$ cat src/rtl/mul_seq_w.sv
// rtl/mul_seq_w.sv - sequential shift-add WxW multiplier, signed/unsigned, valid/ready handshakes
module mul_seq_w #(
  parameter int W = 8
) (
  input  logic           clk,
  input  logic           rst,
  input  logic           in_valid,
  output logic           in_ready,
  input  logic [W-1:0]   a,
  input  logic [W-1:0]   b,
  input  logic           is_signed,
  output logic           out_valid,
  input  logic           out_ready,
  output logic [2*W-1:0] y,
  output logic           busy
);

  localparam int CW = $clog2(W);
  localparam logic [CW-1:0] LAST = CW'(W - 1);

  typedef enum logic [1:0] {
    IDLE = 2'd0,
    RUN  = 2'd1,
    DONE = 2'd2
  } state_t;

  state_t state;
  state_t state_next;

  logic [W-1:0]   a_q;
  logic [W-1:0]   b_q;
  logic           sgn_q;
  logic [2*W-1:0] acc;
  logic [2*W-1:0] acc_next;
  logic [2*W-1:0] a_ext;
  logic [2*W-1:0] term;
  logic [CW-1:0]  cnt;
  logic           last_step;
  logic           b_bit;
  logic           accept;

  // Step datapath: the MSB of a signed multiplier carries weight -2^(W-1), so the final step subtracts
  always_comb begin
    a_ext     = sgn_q ? {{W{a_q[W-1]}}, a_q} : {{W{1'b0}}, a_q};
    term      = a_ext << cnt;
    b_bit     = b_q[cnt];
    last_step = (cnt == LAST);
    acc_next  = acc;
    if (b_bit) begin
      if (last_step && sgn_q) begin
        acc_next = acc - term;
      end else begin
        acc_next = acc + term;
      end
    end
  end

  // State register; reset forces IDLE from any state
  always_ff @(posedge clk) begin
    if (rst) begin
      state <= IDLE;
    end else begin
      state <= state_next;
    end
  end

  // Next-state and handshake outputs; in_ready is held low while reset is asserted
  always_comb begin
    state_next = state;
    in_ready   = 1'b0;
    out_valid  = 1'b0;
    busy       = 1'b1;
    accept     = 1'b0;
    case (state)
      IDLE: begin
        busy     = 1'b0;
        in_ready = ~rst;
        accept   = in_valid;
        if (in_valid) begin
          state_next = RUN;
        end
      end
      RUN: begin
        if (last_step) begin
          state_next = DONE;
        end
      end
      DONE: begin
        out_valid = 1'b1;
        if (out_ready) begin
          state_next = IDLE;
        end
      end
      default: begin
        busy       = 1'b0;
        state_next = IDLE;
      end
    endcase
  end

  // Operand capture, accumulation and result register; y only moves on the last step
  always_ff @(posedge clk) begin
    if (rst) begin
      a_q   <= '0;
      b_q   <= '0;
      sgn_q <= 1'b0;
      acc   <= '0;
      cnt   <= '0;
      y     <= '0;
    end else if (accept) begin
      a_q   <= a;
      b_q   <= b;
      sgn_q <= is_signed;
      acc   <= '0;
      cnt   <= '0;
    end else if (state == RUN) begin
      acc <= acc_next;
      cnt <= cnt + 1'b1;
      if (last_step) begin
        y <= acc_next;
      end
    end
  end

endmodule

$ cat config.mk
export PLATFORM = sky130hd
export DESIGN_NAME = mul_seq_w
export DESIGN_NICKNAME = d
export VERILOG_FILES = /design/src/rtl/mul_seq_w.sv
export SDC_FILE = /design/constraint.sdc
export NUM_CORES = 1
export LEC_CHECK = 0
export ABC_AREA = 1
export ABC_CLOCK_PERIOD_IN_PS = 7300
export BUFFER_PORTS_ARGS = -buffer_cell sky130_fd_sc_hd__buf_2
export CAP_MARGIN = 15
export CORE_MARGIN = 4
export CORE_UTILIZATION = 50
export CTS_BUF_LIST = sky130_fd_sc_hd__clkbuf_16
export DETAILED_ROUTE_END_ITERATION = 16
export GPL_TIMING_DRIVEN = 0
export PLACE_DENSITY = 0.71
export SLEW_MARGIN = 15
export SYNTH_ARGS = -nofsm -noshare
export SYNTH_HDL_FRONTEND = slang
export SYNTH_SLANG_ARGS = --single-unit
$ cat constraint.sdc
create_clock -name clk -period 7.3 [get_ports clk]
set_clock_uncertainty 0.1 [all_clocks]
set_input_delay 0.73 -clock clk [delete_from_list [all_inputs] [get_ports clk]]
set_output_delay 0.73 -clock clk [all_outputs]
set_load 0.03 [all_outputs]
-- After elaboration in Yosys (flattened, before gate mapping)
Cells that the tools add are included.
- order comparisons: 1
- equality and inequality tests: 6
- multiplexer cells: 13
- reduce and logical (&&, ||, !) cells: 6
- bitwise gates (word level): 2
- shift operators: 1
- $mul: 0
- add/sub/neg operators: 3
- div/mod/pow operators: 0
- operators by type and width (operator ; count):
    $mux 16 ; 3
    $add 16x16->16 ; 1
    $shl 16x3->16 ; 1
    $sub 16x16->16 ; 1
    $mux 2 ; 3
    $ne 2x2->1 const B ; 3
    $pmux 2 s3 ; 1
    $reduce_and 3->1 ; 2
    $mux 1 ; 5
    $lt 3x4->1 const B ; 1
    $reduce_or 2->1 ; 2
    $add 3x1->3 const B ; 1
    $bmux 1 s3 ; 1
    $eq 3x3->1 const B ; 1
    $eq 2x1->1 const B ; 1
    $eq 2x2->1 const B ; 1
    $logic_not 2->1 ; 1
    $not 1->1 ; 2
    $logic_and 1x1->1 ; 1
- bits in latches: 0
- memories kept: 0
- logic and storage cells: 39
- register bits: 54
- memory bits (writable): 0
- bits in read-only memories: 0

-- Longest topological paths before layout
Gate-level depths: netlist (run 1).
- depth in word-level cells: 5
- depth in mapped cells: 26
- gate-level depth less buffers: 25

-- Worst setup path after synthesis (run 1)
OpenSTA, ideal clock, no wires.
- path type: register to register
- start point: register cnt[0]
- end point: register acc[14]
- arrival: 3.008 ns
- required time: 7.085 ns
- stages on the path, launching flop included: 18
- path slack: 4.077 ns
- path through: dfxtp_1 ha_1 ha_1 nand2_1 clkinv_1 nor2_1 xnor2_1 inv_1 ha_1 o21ai_0 o21ai_0 nand3_1 o2111ai_1 or2_2 nand3_1 o21ai_0 o21ai_0 inv_1
- longest elaborated chain between the ends: 4
- ends and longest elaborated chain (what ; RTL line ; RTL):
    start: declaration ; 37 ; logic [CW-1:0] cnt;
    start signal: assignment ; 118 ; cnt <= cnt + 1'b1;
    $shl 16x3->16 or $eq 3x3->1 (tied branches) ; 45, 47 ;
    $add 16x16->16, or another cell as far along ; 53 ; acc_next = acc + term;
    $mux 16 ; 50 ; if (last_step && sgn_q) begin
    $mux 16 (*) ; 49 ; if (b_bit) begin
    end signal: assignment ; 117 ; acc <= acc_next;
    end: declaration ; 33 ; logic [2*W-1:0] acc;
Every way passes the cells marked *; elsewhere a longest branch is shown, timed or not. The select of a mux whose other input is x is not followed.
A chain may end at the register's enable or synchronous reset.

-- Worst setup path after layout (run 1)
- start point: register cnt[0]
- end point: register y[14]
- longest elaborated chain between the ends: 4
- ends and longest elaborated chain (what ; RTL line ; RTL):
    $shl 16x3->16 or $eq 3x3->1 (tied branches) ; 45, 47 ;
    $add 16x16->16, or another cell as far along ; 53 ;
    $mux 16 ; 50 ;
    $mux 16 ; 49 ;
    end signal: assignment ; 120 ; y <= acc_next;
    end: declaration ; 14 ; output logic [2*W-1:0] y,
Several ways; a longest one is shown, not always the timed one. The select of a mux whose other input is x is not followed.

==> impl_metrics.json, run 1 <==
{
  "status": "finished clean",
  "ctsLongestPathBuffers": 2,
  "start_kind": "flop",
  "syn_area_um2": 3755,
  "yosysTopAreaCell": "dfxtp_1",
  "drv_slew": 0,
  "path_clk_slew_ns": 0.08,
  "drt-wirelength-per-cell_um": 12.69,
  "power_density_nw_per_um2": 397.1,
  "io-pin-count": 40,
  "die-area_um2": 8961,
  "leakage_nw": 2.181,
  "tns_ns": 0,
  "synth_common_cells": "115 x nand2_1, 83 x nor2_1, 71 x inv_1, 68 x o21ai_0, 54 x dfxtp_1",
  "rsz0062_at_grt": "no",
  "cts_resized": 0,
  "instances_no_fill": 737,
  "cap_viol_max_count": 0,
  "synth_top_cell_area_share_pct": 28.79,
  "maxSlewHeadroom_pct": 62.16,
  "period_minus_slack_ns": 3.977,
  "avgSynthCellArea_um2": 6.343,
  "yosys-top-cells-area": "dfxtp_1 29%, nand2_1 11%, o21ai_0 9.1%",
  "grt_max_degree": 18,
  "die_x_um": 94.66,
  "ys_warn_count": 0,
  "postLayoutCellArea_um2": 4214,
  "synth.most_common_cell": "nand2_1",
  "dp_hpwl_mm": 7.323,
  "die_h_um": 94.66,
  "min_path_type": "reg -> reg",
  "r2r_end": "y[14]",
  "endpoint_kind": "flop",
  "nets": 681,
  "cp.arrival_ns": 4.06,
  "synth_fp_nets": 636,
  "area_growth_pct": 12.23,
  "tightestPinTransition_ns": 0.5676,
  "grt_pass1_vias": 3608,
  "yosys.cell_types.count": 39,
  "cts.sinks": 54,
  "drt-total-wl_mm": 9.355,
  "placed_cell_area_um2": 4069,
  "grt-ovfl-total": 0,
  "hp-start": "b_q[1]",
  "ys_async_sr_fraction_pct": 0,
  "grt_usage_pct": 22.19,
  "fin_crit_sh_pct": 54.48,
  "ys_seq_area_share_pct": 28.79,
  "clkLatencyLatePin_ns": 0.30,
  "syn-instance-count": 592,
  "htreeDepth": 2,
  "drt_pass1_iterations": 4,
  "fp.coreArea_um2": 7292,
  "cts_tree": "built",
  "cp_max_fo": 9,
  "grt_antenna_before_repair": 0,
  "timing.rr.start": "cnt[0]",
  "synth_flop_cell": "dfxtp_1",
  "gp_congestion": 0.9044,
  "io_buffers": 38,
  "rows": 31,
  "n_antenna_cell": 0,
  "finalHoldViolations": 0,
  "dp.cells": 729,
  "multi_input_area_um2": 2257,
  "nFillCells": 747,
  "floorplan.initialDensity_pct": 51.49,
  "final-seq-area_um2": 1081,
  "crit_type": "reg -> reg",
  "ys_ff_latch": 54,
  "dr_total_vias": 3800,
  "post_cts_buffers": 0,
  "setup_violations": 0,
  "max_freq_mhz": 251.4,
  "cp_data_required_time_ns": 7.39,
  "hold_buffers": 0,
  "grt_pass1_wl_mm": 16.06,
  "whs_path_depth": 2,
  "hold-path-endpoint": "b_q[1]",
  "drc": 0,
  "drive_gt1_share_pct": 12.85,
  "root_buffer": "clkbuf_16",
  "vias_per_cell": 5.156,
  "cp-startpoint": "cnt[0]",
  "synth_edf_count": 0,
  "cts_made_buffers": 5,
  "rrSetupSlack_ns": 3.32,
  "reg2reg_depth": 17,
  "peakVddDrop_uv": 240.1,
  "drtIter0Drc": 205,
  "ant_nets": 0
}
## per-layer routing
metal | vias to the layer above | track usage (%) | share of wire, %
met3 | 14 | 3.108 | 3.8
met5 | - | 0 | 0
met4 | 0 | 6.611 | 1.8
met1 | 1729 | 29.57 | 49
met2 | 63 | 37.11 | 46
li1 | 1994 | - | -
## registers in the layout, indices dropped and copies added, names as in the netlist
signal  flops
a_q         8
acc        16
b_q         8
cnt         3
sgn_q       1
state       2
y          16
## cells by family (layout without fill, tap and decap cells)
| kind of cell | Yosys count | in the layout | synth area share [%] |
|---|---|---|---|
| AND/OR/NAND/NOR | 268 | 268 | 30.22 |
| AO/OA/AOI/OAI | 127 | 127 | 18.06 |
| buffers and inverters | 103 | 149 | 11.10 |
| flip-flops | 54 | 54 | 28.79 |
| adder cells (fa/ha/maj) | 23 | 23 | 7.864 |
| XOR/XNOR | 17 | 17 | 3.965 |
## critical path, cell delays in order (launching register included)
cell and delay [ns]:
dfxtp_1 0.40, ha_1 0.24, ha_1 0.19, nand2_1 0.29
clkinv_1 0.32, nor2_1 0.20, xnor2_1 0.14, inv_1 0.07
ha_1 0.31, o21ai_0 0.37, o21ai_0 0.24, nand3_1 0.13
o2111ai_1 0.14, or2_2 0.30, nand3_1 0.07, o21ai_0 0.13
o21ai_0 0.18, inv_1 0.05
## report_power, final
part           internal (W)  total (W)  switching [W]
clock network      0.000128   0.000242       0.000114
registers          0.000354   0.000396      0.0000418
logic              0.000369    0.00104       0.000667
total              0.000850    0.00167       0.000823
## worst max-delay path by stage
| stage | cells after the start | slack [ns] | to |
|---|---|---|---|
| 6_report | 17 | 3.32 | y[14] |
| 4_1_cts | 17 | 3.40 | y[14] |
| 3_3_place_gp | 17 | 3.50 | acc[14] |
| 5_1_grt | 17 | 3.02 | y[14] |
| 2_1_floorplan | 17 | 4.08 | acc[14] |
| 3_5_place_dp | 17 | 3.46 | y[14] |
## metrics by stage
step | util, % | hold slack (ns) | power [W] | setup slack, ns
2_1_floorplan | - | 0.3553 | 0.001206 | 4.077
3_3_place_gp | 55.80 | 0.3715 | 0.001401 | 3.500
3_5_place_dp | 55.80 | 0.3760 | 0.001423 | 3.463
4_1_cts | 57.79 | 0.3940 | 0.001675 | 3.401
5_1_grt | 57.79 | 0.4193 | 0.001845 | 3.018
6_report | 57.79 | 0.3900 | 0.001673 | 3.323
## layout by cell type (no fill, tap or decap), drive strengths merged, types with 4 or more instances in the layout
| master | instances |
|---|---|
| o21ai | 70 |
| dfxtp | 54 |
| clkbuf | 17 |
| nand3 | 51 |
| a21oi | 41 |
| ha | 22 |
| buf | 48 |
| xnor2 | 6 |
| o211ai | 4 |
| nand2 | 123 |
| or2 | 5 |
| inv | 79 |
| clkinv | 4 |
| xor2 | 11 |
| nor2 | 86 |
## cell type report
type | instances | area share, %
Buffer | 22 | 2.672
Clock buffer | 5 | 2.969
Clock inverter | 3 | 0.4751
Inverter | 81 | 7.215
Multi-Input combinational cell | 435 | 53.56
Sequential cell | 54 | 25.65
Tap cell | 99 | 2.939
Timing Repair Buffer | 38 | 4.513
Power figures use the tool's default switching activity.
==> run 2, diff against run 1 <==
- ABC_CLOCK_PERIOD_IN_PS: 7300 -> 3700
- clock period: 7.3 -> 3.7 ns (I/O delays scaled with it)
==> impl_metrics.json, run 2 (same netlist as run 1, synthesis figures left out) <==
{
  "status": "finished clean",
  "area_growth_pct": 14.40,
  "leakage_nw": 2.196,
  "io-pin-count": 40,
  "path_clk_slew_ns": 0.08,
  "drc": 0,
  "drt-total-wl_mm": 9.520,
  "cts_made_buffers": 5,
  "period_minus_slack_ns": 3.440,
  "mostFrequentLayoutCells": "114 x nand2_1, 81 x nor2_1, 71 x inv_1",
  "drt-wirelength-per-cell_um": 12.90,
  "timing.rr.start": "cnt[0]",
  "dp_slack_ns": -0.1372,
  "r2r_end": "y[14]",
  "grt_antenna_before_repair": 0,
  "peakVddDrop_uv": 475.1,
  "reg_top3": "acc: 16 flops, y: 16 flops",
  "whs_path_depth": 3,
  "grt_usage_pct": 22.19,
  "maxSlewHeadroom_pct": 63.02,
  "grt-ovfl-total": 0,
  "fp.coreArea_um2": 7292,
  "drv_slew": 0,
  "io_buffers": 38,
  "reg2reg_depth": 21,
  "max_freq_mhz": 290.7,
  "setup_violations": 0,
  "cp.arrival_ns": 3.53,
  "die_h_um": 94.66,
  "crit_type": "reg -> reg",
  "finalHoldViolations": 0,
  "grt_max_degree": 18,
  "p_int_w": 0.001737,
  "tightestPinTransition_ns": 0.5547,
  "rows": 31,
  "hp-start": "a[4]",
  "route.met2.wl_mm": 4.440,
  "m1WireLength_mm": 4.546,
  "cp_max_fo": 10,
  "worst_slack_ns": 0.2599,
  "ant_nets": 0,
  "hold-path-endpoint": "a_q[4]",
  "floorplan.initialDensity_pct": 51.49,
  "cp_data_required_time_ns": 3.79,
  "die_x_um": 94.66,
  "p_switching_w": 0.001686,
  "endpoint_kind": "flop",
  "drt_pass1_iterations": 4,
  "p_total_w": 0.003424,
  "nets": 682,
  "drive_gt1_share_pct": 15.49,
  "p_seq_share_pct": 22.9,
  "hold_ws_ns": 0.2150,
  "root_buffer": "clkbuf_16",
  "n_antenna_cell": 0,
  "dp.cells": 729,
  "combinationalPowerShare_pct": 63.0,
  "cap_viol_max_count": 0,
  "layout_commonest_cell": "nand2_1",
  "ctsLongestPathBuffers": 2,
  "fin_crit_sh_pct": 92.98,
  "wl_met3_um": 370,
  "grt_pass1_vias": 3608,
  "pwr-share-clk_pct": 14.1,
  "clkLatencyLatePin_ns": 0.30,
  "tns_ns": 0,
  "dr_total_vias": 3827,
  "die-area_um2": 8961,
  "grt_pass1_wl_mm": 16.06,
  "drtIter0Drc": 209,
  "htreeDepth": 2,
  "power_density_nw_per_um2": 797.1,
  "gp_congestion": 0.9044,
  "instances_no_fill": 738,
  "top_layer": "met4",
  "swShare_pct": 49.25,
  "cts.sinks": 54,
  "start_kind": "flop",
  "min_path_type": "in -> reg",
  "dp_hpwl_mm": 7.323,
  "vias_per_cell": 5.186,
  "rrSetupSlack_ns": 0.26,
  "cts_tree": "built"
}
[run 2: layout make-up]
cell class | instances | area, µm²
sequential | 54 | 1087
timing repair buffer | 39 | 197.7
tap | 99 | 123.9
buffer | 22 | 112.6
multi-input combinational | 435 | 2323
fill | 736 | 2997
inverter | 81 | 305.3
clock inverter | 3 | 20.02
clock buffer | 5 | 125.1
[run 2: power by group through the flow]
stage          sequential, W  combinational (W)  clock [W]
3_3_place_gp        0.000791            0.00197          0
4_1_cts             0.000781            0.00204   0.000494
2_1_floorplan       0.000771            0.00161          0
6_report            0.000785            0.00216   0.000482
3_5_place_dp        0.000794            0.00201          0
5_1_grt             0.000797            0.00246   0.000514
[run 2: worst max-delay path, stage by stage, from the launching register on]
cell	delay [ns]
dfxtp_4	0.38
buf_2	0.19
nand2_1	0.11
nand3_1	0.12
nand2_1	0.08
nand2_1	0.06
nand2_1	0.10
nand3_1	0.09
nor2_2	0.15
nor2_1	0.10
a21oi_2	0.16
xor2_1	0.20
ha_1	0.32
a21oi_2	0.17
o21ai_0	0.11
nand2_1	0.08
o2111ai_1	0.15
or2_2	0.30
nand3_1	0.07
o21ai_1	0.10
o21ai_1	0.14
inv_1	0.05
[run 2: stage by stage]
stage                     utilization (%)  area [µm²]
after CTS                           57.84        4218
after floorplan                         -        3755
after global routing                58.91        4295
after global placement              55.80        4069
after detailed placement            55.80        4069
final                               58.91        4295
[run 2: worst max path at each step]
stage          slack (ns)      end  depth (start not counted)    from
2_1_floorplan        0.48    y[14]                         17  cnt[0]
4_1_cts              0.02    y[13]                         19  cnt[0]
5_1_grt             -0.05  acc[15]                         23  cnt[0]
3_3_place_gp        -0.10  acc[14]                         17  cnt[0]
3_5_place_dp        -0.14    y[14]                         17  cnt[0]
6_report             0.26    y[14]                         21  cnt[0]
[run 2: metal layers]
layer / global-route usage [%] / vias up
li1: - / 1995
met1: 29.57 / 1739
met2: 37.11 / 81
met3: 3.108 / 12
met4: 6.611 / 0
met5: 0 / -
[run 2: timing repair]
action / in CTS / in global routing
buffers inserted: 0 / 1
endpoints found under the setup margin: 6 / 14
pin swaps: 0 / 4
hold buffers: 0 / 0
gates resized for setup: 4 / 21
